## config.mk

```make
export PLATFORM = sky130hd
export DESIGN_NAME = paro_rampa_parcial
export DESIGN_NICKNAME = d
export VERILOG_FILES = /design/src/rtl/paro_rampa_parcial.sv
export SDC_FILE = /design/constraint.sdc
export NUM_CORES = 1
export LEC_CHECK = 0
export BUFFER_PORTS_ARGS = -buffer_cell sky130_fd_sc_hd__buf_2
export CAP_MARGIN = 20
export CORE_ASPECT_RATIO = 2
export CORE_MARGIN = 2
export CORE_UTILIZATION = 59
export DETAILED_ROUTE_END_ITERATION = 7
export HOLD_SLACK_MARGIN = 0.08
export PLACE_DENSITY = 0.83
export SYNTH_ARGS = -nofsm -noshare
export SYNTH_HDL_FRONTEND = slang
export SYNTH_SLANG_ARGS = --single-unit
```

## constraint.sdc

```tcl
create_clock -name clk -period 2.8 [get_ports clk]
set_input_delay 0.14 -clock clk [delete_from_list [all_inputs] [get_ports clk]]
set_output_delay 0.14 -clock clk [all_outputs]
set_load 0.01 [all_outputs]
```

## src/rtl/paro_rampa_parcial.sv

```systemverilog
// paro_rampa_parcial: soft-stop (ramp-down) motor controller.
// In RUN it follows the speed level coming from the start FSM. On a stop request
// it steps the duty down 100 -> 50 -> 30 -> 0 % with a selectable dwell per step,
// drives a 100-slot PWM and mirrors the active level on one-hot lamps.
// Optional macro PARO_EMERGENCY_STOP_EN adds the estop_n input (active-low,
// two-flop synchronised) that forces STOPPED immediately, bypassing the ramp.
module paro_rampa_parcial #(
    parameter int TICK_DIV   = 1000,
    parameter int DWELL_FAST = 2,
    parameter int DWELL_SLOW = 5
) (
    input  logic       clk,
    input  logic       rst_n,
    input  logic       ena,
    input  logic [2:0] lvl_in,
    input  logic       stop_req,
    input  logic       rapido,
    input  logic       lento,
`ifdef PARO_EMERGENCY_STOP_EN
    input  logic       estop_n,
`endif
    output logic       pwm_out,
    output logic       out_30,
    output logic       out_50,
    output logic       out_100,
    output logic       busy,
    output logic       stopped
);

    localparam logic [2:0] ST_IDLE    = 3'd0;
    localparam logic [2:0] ST_RUN     = 3'd1;
    localparam logic [2:0] ST_DN100   = 3'd2;
    localparam logic [2:0] ST_DN50    = 3'd3;
    localparam logic [2:0] ST_DN30    = 3'd4;
    localparam logic [2:0] ST_STOPPED = 3'd5;

    localparam int PW   = (TICK_DIV > 1) ? $clog2(TICK_DIV) : 1;
    localparam int DMAX = (DWELL_FAST > DWELL_SLOW) ? DWELL_FAST : DWELL_SLOW;
    localparam int DW   = $clog2(DMAX + 1);

    localparam logic [PW-1:0] PRESC_LAST = PW'(TICK_DIV - 1);
    localparam logic [6:0]    DUTY_0     = 7'd0;
    localparam logic [6:0]    DUTY_30    = 7'd30;
    localparam logic [6:0]    DUTY_50    = 7'd50;
    localparam logic [6:0]    DUTY_100   = 7'd100;
    localparam logic [6:0]    CNT_LAST   = 7'd99;

    logic [2:0]    state;
    logic [2:0]    state_n;
    logic [6:0]    duty;
    logic [6:0]    duty_n;
    logic [6:0]    lvl_dec;
    logic [6:0]    cnt;
    logic [PW-1:0] presc;
    logic [DW-1:0] dwell;
    logic [DW-1:0] dwell_sel;
    logic          tick;
    logic          step_done;
    logic          entering;
    logic          is_ramp_n;
    logic          est_ok;

`ifdef PARO_EMERGENCY_STOP_EN
    logic est_s1;
    logic est_s2;

    // Two-flop synchroniser for the asynchronous emergency-stop input (idle high)
    always_ff @(posedge clk or negedge rst_n) begin
        if (!rst_n) begin
            est_s1 <= 1'b1;
            est_s2 <= 1'b1;
        end else if (ena) begin
            est_s1 <= estop_n;
            est_s2 <= est_s1;
        end
    end

    assign est_ok = est_s2;
`else
    assign est_ok = 1'b1;
`endif

    // Priority decode of the start-FSM level: the highest set bit wins
    always_comb begin
        if (lvl_in[2])      lvl_dec = DUTY_100;
        else if (lvl_in[1]) lvl_dec = DUTY_50;
        else if (lvl_in[0]) lvl_dec = DUTY_30;
        else                lvl_dec = DUTY_0;
    end

    assign tick      = (presc == PRESC_LAST);
    // The last tick of a step is the one that takes the dwell count from 1 to 0
    assign step_done = tick && (dwell == DW'(1));
    assign dwell_sel = (rapido && !lento) ? DW'(DWELL_FAST) : DW'(DWELL_SLOW);
    assign entering  = (state_n != state);
    assign is_ramp_n = (state_n == ST_DN100) || (state_n == ST_DN50) || (state_n == ST_DN30);

    // Next-state and next-duty logic; duty always matches the state it lands in
    always_comb begin
        state_n = state;
        duty_n  = duty;
        case (state)
            ST_IDLE: begin
                duty_n = DUTY_0;
                if (!stop_req && (lvl_dec != DUTY_0)) begin
                    state_n = ST_RUN;
                    duty_n  = lvl_dec;
                end
            end
            ST_RUN: begin
                if (stop_req) begin
                    duty_n = lvl_dec;
                    if (lvl_dec == DUTY_100)     state_n = ST_DN100;
                    else if (lvl_dec == DUTY_50) state_n = ST_DN50;
                    else if (lvl_dec == DUTY_30) state_n = ST_DN30;
                    else                         state_n = ST_STOPPED;
                end else if (lvl_dec == DUTY_0) begin
                    state_n = ST_IDLE;
                    duty_n  = DUTY_0;
                end else begin
                    duty_n = lvl_dec;
                end
            end
            ST_DN100: begin
                if (step_done) begin
                    state_n = ST_DN50;
                    duty_n  = DUTY_50;
                end
            end
            ST_DN50: begin
                if (step_done) begin
                    state_n = ST_DN30;
                    duty_n  = DUTY_30;
                end
            end
            ST_DN30: begin
                if (step_done) begin
                    state_n = ST_STOPPED;
                    duty_n  = DUTY_0;
                end
            end
            ST_STOPPED: begin
                duty_n = DUTY_0;
                if (!stop_req && est_ok) state_n = ST_IDLE;
            end
            default: begin
                state_n = ST_IDLE;
                duty_n  = DUTY_0;
            end
        endcase
        // Emergency stop overrides everything, including an in-progress ramp
        if (!est_ok) begin
            state_n = ST_STOPPED;
            duty_n  = DUTY_0;
        end
    end

    // State and duty registers
    always_ff @(posedge clk or negedge rst_n) begin
        if (!rst_n) begin
            state <= ST_IDLE;
            duty  <= DUTY_0;
        end else if (ena) begin
            state <= state_n;
            duty  <= duty_n;
        end
    end

    // Prescaler restarts on every state entry so each step lasts exactly D*TICK_DIV cycles
    always_ff @(posedge clk or negedge rst_n) begin
        if (!rst_n) begin
            presc <= '0;
            dwell <= '0;
        end else if (ena) begin
            if (entering || tick) presc <= '0;
            else                  presc <= presc + 1'b1;
            if (entering)                    dwell <= is_ramp_n ? dwell_sel : '0;
            else if (tick && (dwell != '0))  dwell <= dwell - 1'b1;
        end
    end

    // Free-running PWM slot counter and registered compare output
    always_ff @(posedge clk or negedge rst_n) begin
        if (!rst_n) begin
            cnt     <= '0;
            pwm_out <= 1'b0;
        end else if (ena) begin
            cnt     <= (cnt == CNT_LAST) ? 7'd0 : cnt + 7'd1;
            pwm_out <= est_ok && (cnt < duty);
        end
    end

    assign out_30  = (duty == DUTY_30);
    assign out_50  = (duty == DUTY_50);
    assign out_100 = (duty == DUTY_100);
    assign busy    = (state == ST_DN100) || (state == ST_DN50) || (state == ST_DN30);
    assign stopped = (state == ST_IDLE) || (state == ST_STOPPED);

endmodule
```

# Yosys cells after proc, flatten, opt, wreduce, memory -nomap -nowiden
# Cells that the tools add are included.
# totals
regBits,31
inputBits,9
output_inout_bits,6
wordCells,77
# classes
add_sub_neg,3
magnitude_cmp,1
n_eq_ne,21
muxes,27
reduce_logical,19
# ops
cell,count
$mux W7,8
$mux W3,13
$pmux W7 S5,1
$eq A7 B7 Y1 const B,3
$pmux W3 S6,1
$eq A7 B5 Y1 const B,2
$eq A7 B6 Y1 const B,2
$eq A3 B2 Y1 const B,4
$add A10 B1 Y10 const B,1
$eq A10 B10 Y1 const B,1
$mux W10,1
$eq A3 B3 Y1 const B,3
$add A7 B1 Y7 const B,1
$logic_not A7 Y1,1
$lt A7 B7 Y1,1
$reduce_bool A7 Y1,1
$eq A3 B1 Y1 const B,2
$logic_or A1 B1 Y1,6
$mux W6,1
$ne A2 B2 Y1 const B,3
$mux W5,1
$logic_and A1 B1 Y1,4
$reduce_and A4 Y1,1
$logic_not A3 Y1,1
7 further kinds,8

# Logic depth before layout (Yosys ltp)
# depth
word_depth,14
mapped_depth,10
ltp_nobuf,9

# Worst setup path before layout
# No wires, ideal clock.
# synth_path
kind,register -> register
startpoint,reg presc[0]
endpoint,reg dwell[1]
arrival_ps,1901
required_ps,2710
path_slack_ps,809
path_stages_with_launch,10
cell_sequence,dfrtp_1 > ha_1 > and4_1 > nand3_2 > o32a_2 > xor2_1 > o2111a_1 > buf_6 > or3b_1 > o221ai_1
# synth_between
elab_chain_len,9
elab_cells_between_ends,17
classes_between,eq/ne: 5; mux: 6; reduce/logical: 6
# synth_rtl
element,line,text
"start, declared",54,logic [PW-1:0] presc;
"start signal, assigned",176,else presc <= presc + 1'b1;
$eq A10 B10 Y1 (*),91,assign tick = (presc == PRESC_LAST);
$logic_and A1 B1 Y1,93,assign step_done = tick && (dwell == DW'(1));
$mux W3 (on tied branches),"137, 125, 131",
$pmux W3 S6,102,case (state)
$eq A3 B2 Y1,96,assign is_ramp_n = (state_n == ST_DN100) || (state_n == ST_DN50) || (state_n == ST_DN30);
$logic_or A1 B1 Y1 (2 in series),96,
$mux W3 (2 in series),177,if (entering) dwell <= is_ramp_n ? dwell_sel : '0;
"end signal, assigned",177,
"end signal, assigned",178,else if (tick && (dwell != '0)) dwell <= dwell - 1'b1;
"end, declared",55,logic [DW-1:0] dwell;
# Mark *: on every way between the ends. The rest lies on a longest branch, timed or not.
# A chain may end at the register's enable or synchronous reset.

# Worst setup path in the final report
# layout_path
startpoint,reg presc[0]
endpoint,reg presc[4]
# layout_between
elab_chain_len,7
elab_cells_between_ends,10
classes_between,add/sub: 1; eq/ne: 2; mux: 5; reduce/logical: 2
# layout_rtl
element,line,text
$eq A10 B10 Y1,91,
$logic_and A1 B1 Y1,93,
$mux W3 (on tied branches),"137, 125, 131",
$pmux W3 S6,102,
$ne A3 B3 Y1,95,assign entering = (state_n != state);
$logic_or A1 B1 Y1,175,if (entering || tick) presc <= '0;
$mux W10 (*),175,
# Marked as above.

==> impl_metrics.toml <==
[finish]
insertedDiodeCount = 0
num-fill-cells = 259
layout_commonest_cell = "dfrtp_1"
seqCellArea_um2 = 725.7
syn2layout_area_growth_pct = 8.966
multiInputGateArea_mm2 = 0.001002
layout_common_cells = "dfrtp_1, nand2_1, a21oi_1"
stdcell_count = 250
nets = 238
drive_gt1_frac = 0.1182
finalInstanceArea_mm2 = 0.001977

[critical_path]
cpLargestDelayFamily = "compound AO/OA/AOI/OAI gates"
crit_slowest_cell = "dfrtp_1"
path_cells = "ha_1 > and4_1 > nand4_1 > o22ai_1 > a21oi_1 > o2111a_1 > nand3_1 > o31ai_1"
cp_max_fo = 10
cp.depth = 8
ff2ff_path_depth = 8
slowest_delay_ns = 0.41
critPathCaptureType = "flip-flop"
cp.arrival_ns = 2.43
timing.critical_path.buf_inv = 0
critPathLaunchType = "flip-flop"
worst-setup-path-type = "flip-flop to flip-flop"
required_ns = 2.99

[clock_network]
post_cts_buffers = 0
ctsHoldBuffers = 1
path_clk_slew_ns = 0.06
numCtsBuffers = 5
cts.sinks = 29
clk_latency_ns = 0.28
htreeDepth = 2
cts_tree = "done"
cts_buffer_depth = 2
post_cts_resized = 0
root_buffer = "clkbuf_8"

[sta]
whs_ns = 0.1896
fmax_ghz = 0.4463
period_share = 0.8001
slew-limit-headroom = 0.5813
slew_viol_final = 0
fin_skew_ns = 0.005392
min_period_ns = 2.240
rsz0062_at_grt = "false"
worst_pin_slew_ns = 0.6281
final.setup.tns_ns = 0
setup_viol_count_final = 0
hold_viol_final = 0

[logic_synthesis]
syn_area_mm2 = 0.001814
syn-instance-count = 204
ys_ff_latch = 29
yosysSeqAreaShare = 0.4000
synth.net_count = 223
synth_warnings = 0
synth_edf_count = 0
synth_area_leaders = "dfrtp_1, ha_1, a21oi_1"
synth.largest_area_cell = "dfrtp_1"
syn_area_per_cell_um2 = 8.893
synth_flop_cell = "dfrtp_1"
postSynth.asyncResetShare = 1.000
synth_top_area_frac = 0.4000
yosysUniqueCellTypes = 42

[floorplan]
die_h_um = 82.42
die_w_um = 43.21
die_area_mm2 = 0.003561
start_util = 0.6165
core_area_mm2 = 0.002943
ioPinCount = 15
fp-row-count = 28

[route]
ant_nets = 0
drcViolationCount = 0
via_per_inst = 6.208
wire_per_inst_um = 15.44
dr.pass1.iters = 4
vias = 1552
drt_wl_total_um = 3860
drtIter0Drc = 25

[placement]
dpl.hpwl_um = 2990
dpl.cell_count = 241
io_buffers = 14
placed_area_mm2 = 0.001884
finalWeightedCongestion = 0.8061

[job]
maxCapViolCount = 0

[global_route]
grt_overflow_total = 0
track_usage = 0.2425
grt_pass1_vias = 1543
grt_antenna_before_repair = 0
grt_pass1_wl_um = 6451
grt_max_degree = 32

[pwr]
vdd_drop_max_mv = 0.4646
power.total_mw = 1.665
cellLeakagePower_nw = 0.8591
powerDensity_mw_per_mm2 = 842.0

[run_status]
outcome = "finished clean"

[worst_hold_path]
hp-class = "input port to flip-flop"
holdPathStages = 3
-- cell type report --
class / instances / share of cell area
well taps: 30 / 0.01899
flip-flops and latches: 29 / 0.3671
repair buffers: 15 / 0.04051
inverters: 13 / 0.02468
clock buffers: 6 / 0.03671
multi-input cells: 155 / 0.5070
clock inverters: 2 / 0.005063
-- report_power, final --
part	switching [mW]	leakage (nW)	internal, mW
combinational	0.348	0.432	0.302
clock	0.151	0.0450	0.171
sequential	0.159	0.382	0.533
total	0.657	0.859	1.01
-- synthesized netlist by cell type, drive strengths merged, types with 2 or more instances --
cell type / n
a21o: 6
a21oi: 15
a31oi: 2
buf: 4
clkbuf: 3
dfrtp: 29
ha: 10
inv: 13
nand2: 20
nand2b: 4
nand3: 11
nand3b: 2
nand4: 5
nor2: 14
nor2b: 8
nor3: 6
nor4: 2
o211ai: 2
o21ai: 10
o21bai: 2
o221ai: 2
o2bb2ai: 2
o31ai: 7
xnor2: 6
xor2: 5
-- cells by family (layout without fill, tap and decap cells) --
kind of cell / count (synthesis) / after routing / share of synthesized area
simple gates: 78 / 78 / 0.2235
buf+inv: 20 / 36 / 0.04758
fa+ha+maj: 10 / 10 / 0.06897
flops: 29 / 29 / 0.4000
compound gates: 54 / 54 / 0.1952
mux: 2 / 2 / 0.01172
xor+xnor: 11 / 11 / 0.05310
-- tightest hold or removal path, stage by stage --
cell	delay [ns]
buf_2	0.14
nand3b_1	0.08
o21ai_0	0.06
-- stage by stage --
stage | utilization | setup slack [ns]
after floorplan | - | 0.8085
after global placement | 0.6403 | 0.6866
after detailed placement | 0.6403 | 0.5808
after CTS | 0.6718 | 0.5685
after global routing | 0.6718 | 0.3497
final | 0.6718 | 0.5596
-- per-layer routing --
layer,vias up,GRT usage,routed length [um]
li1,762,-,-
met1,742,0.2154,1361
met2,34,0.4642,2230
met3,14,0.05000,117
met4,0,0.1636,151
met5,-,0,0
-- flip-flops by register name (all words and copies together) (netlist names) --
register and flops:
presc 10, cnt 7, duty 5, dwell 3, state 3, pwm_out 1
-- final timing paths --
kind / from / slack, ns / endpoint
max: presc[0] / 0.56 / presc[4]
min: lvl_in[2] / 0.19 / duty[6]
max reg2reg: presc[0] / 0.56 / presc[4]
min reg2reg: duty[6] / 0.48 / duty[6]
max in group asynchronous: rst_n / 1.98 / dwell[0]
min in group asynchronous: rst_n / 0.41 / state[2]
Power figures use the tool's default switching activity.
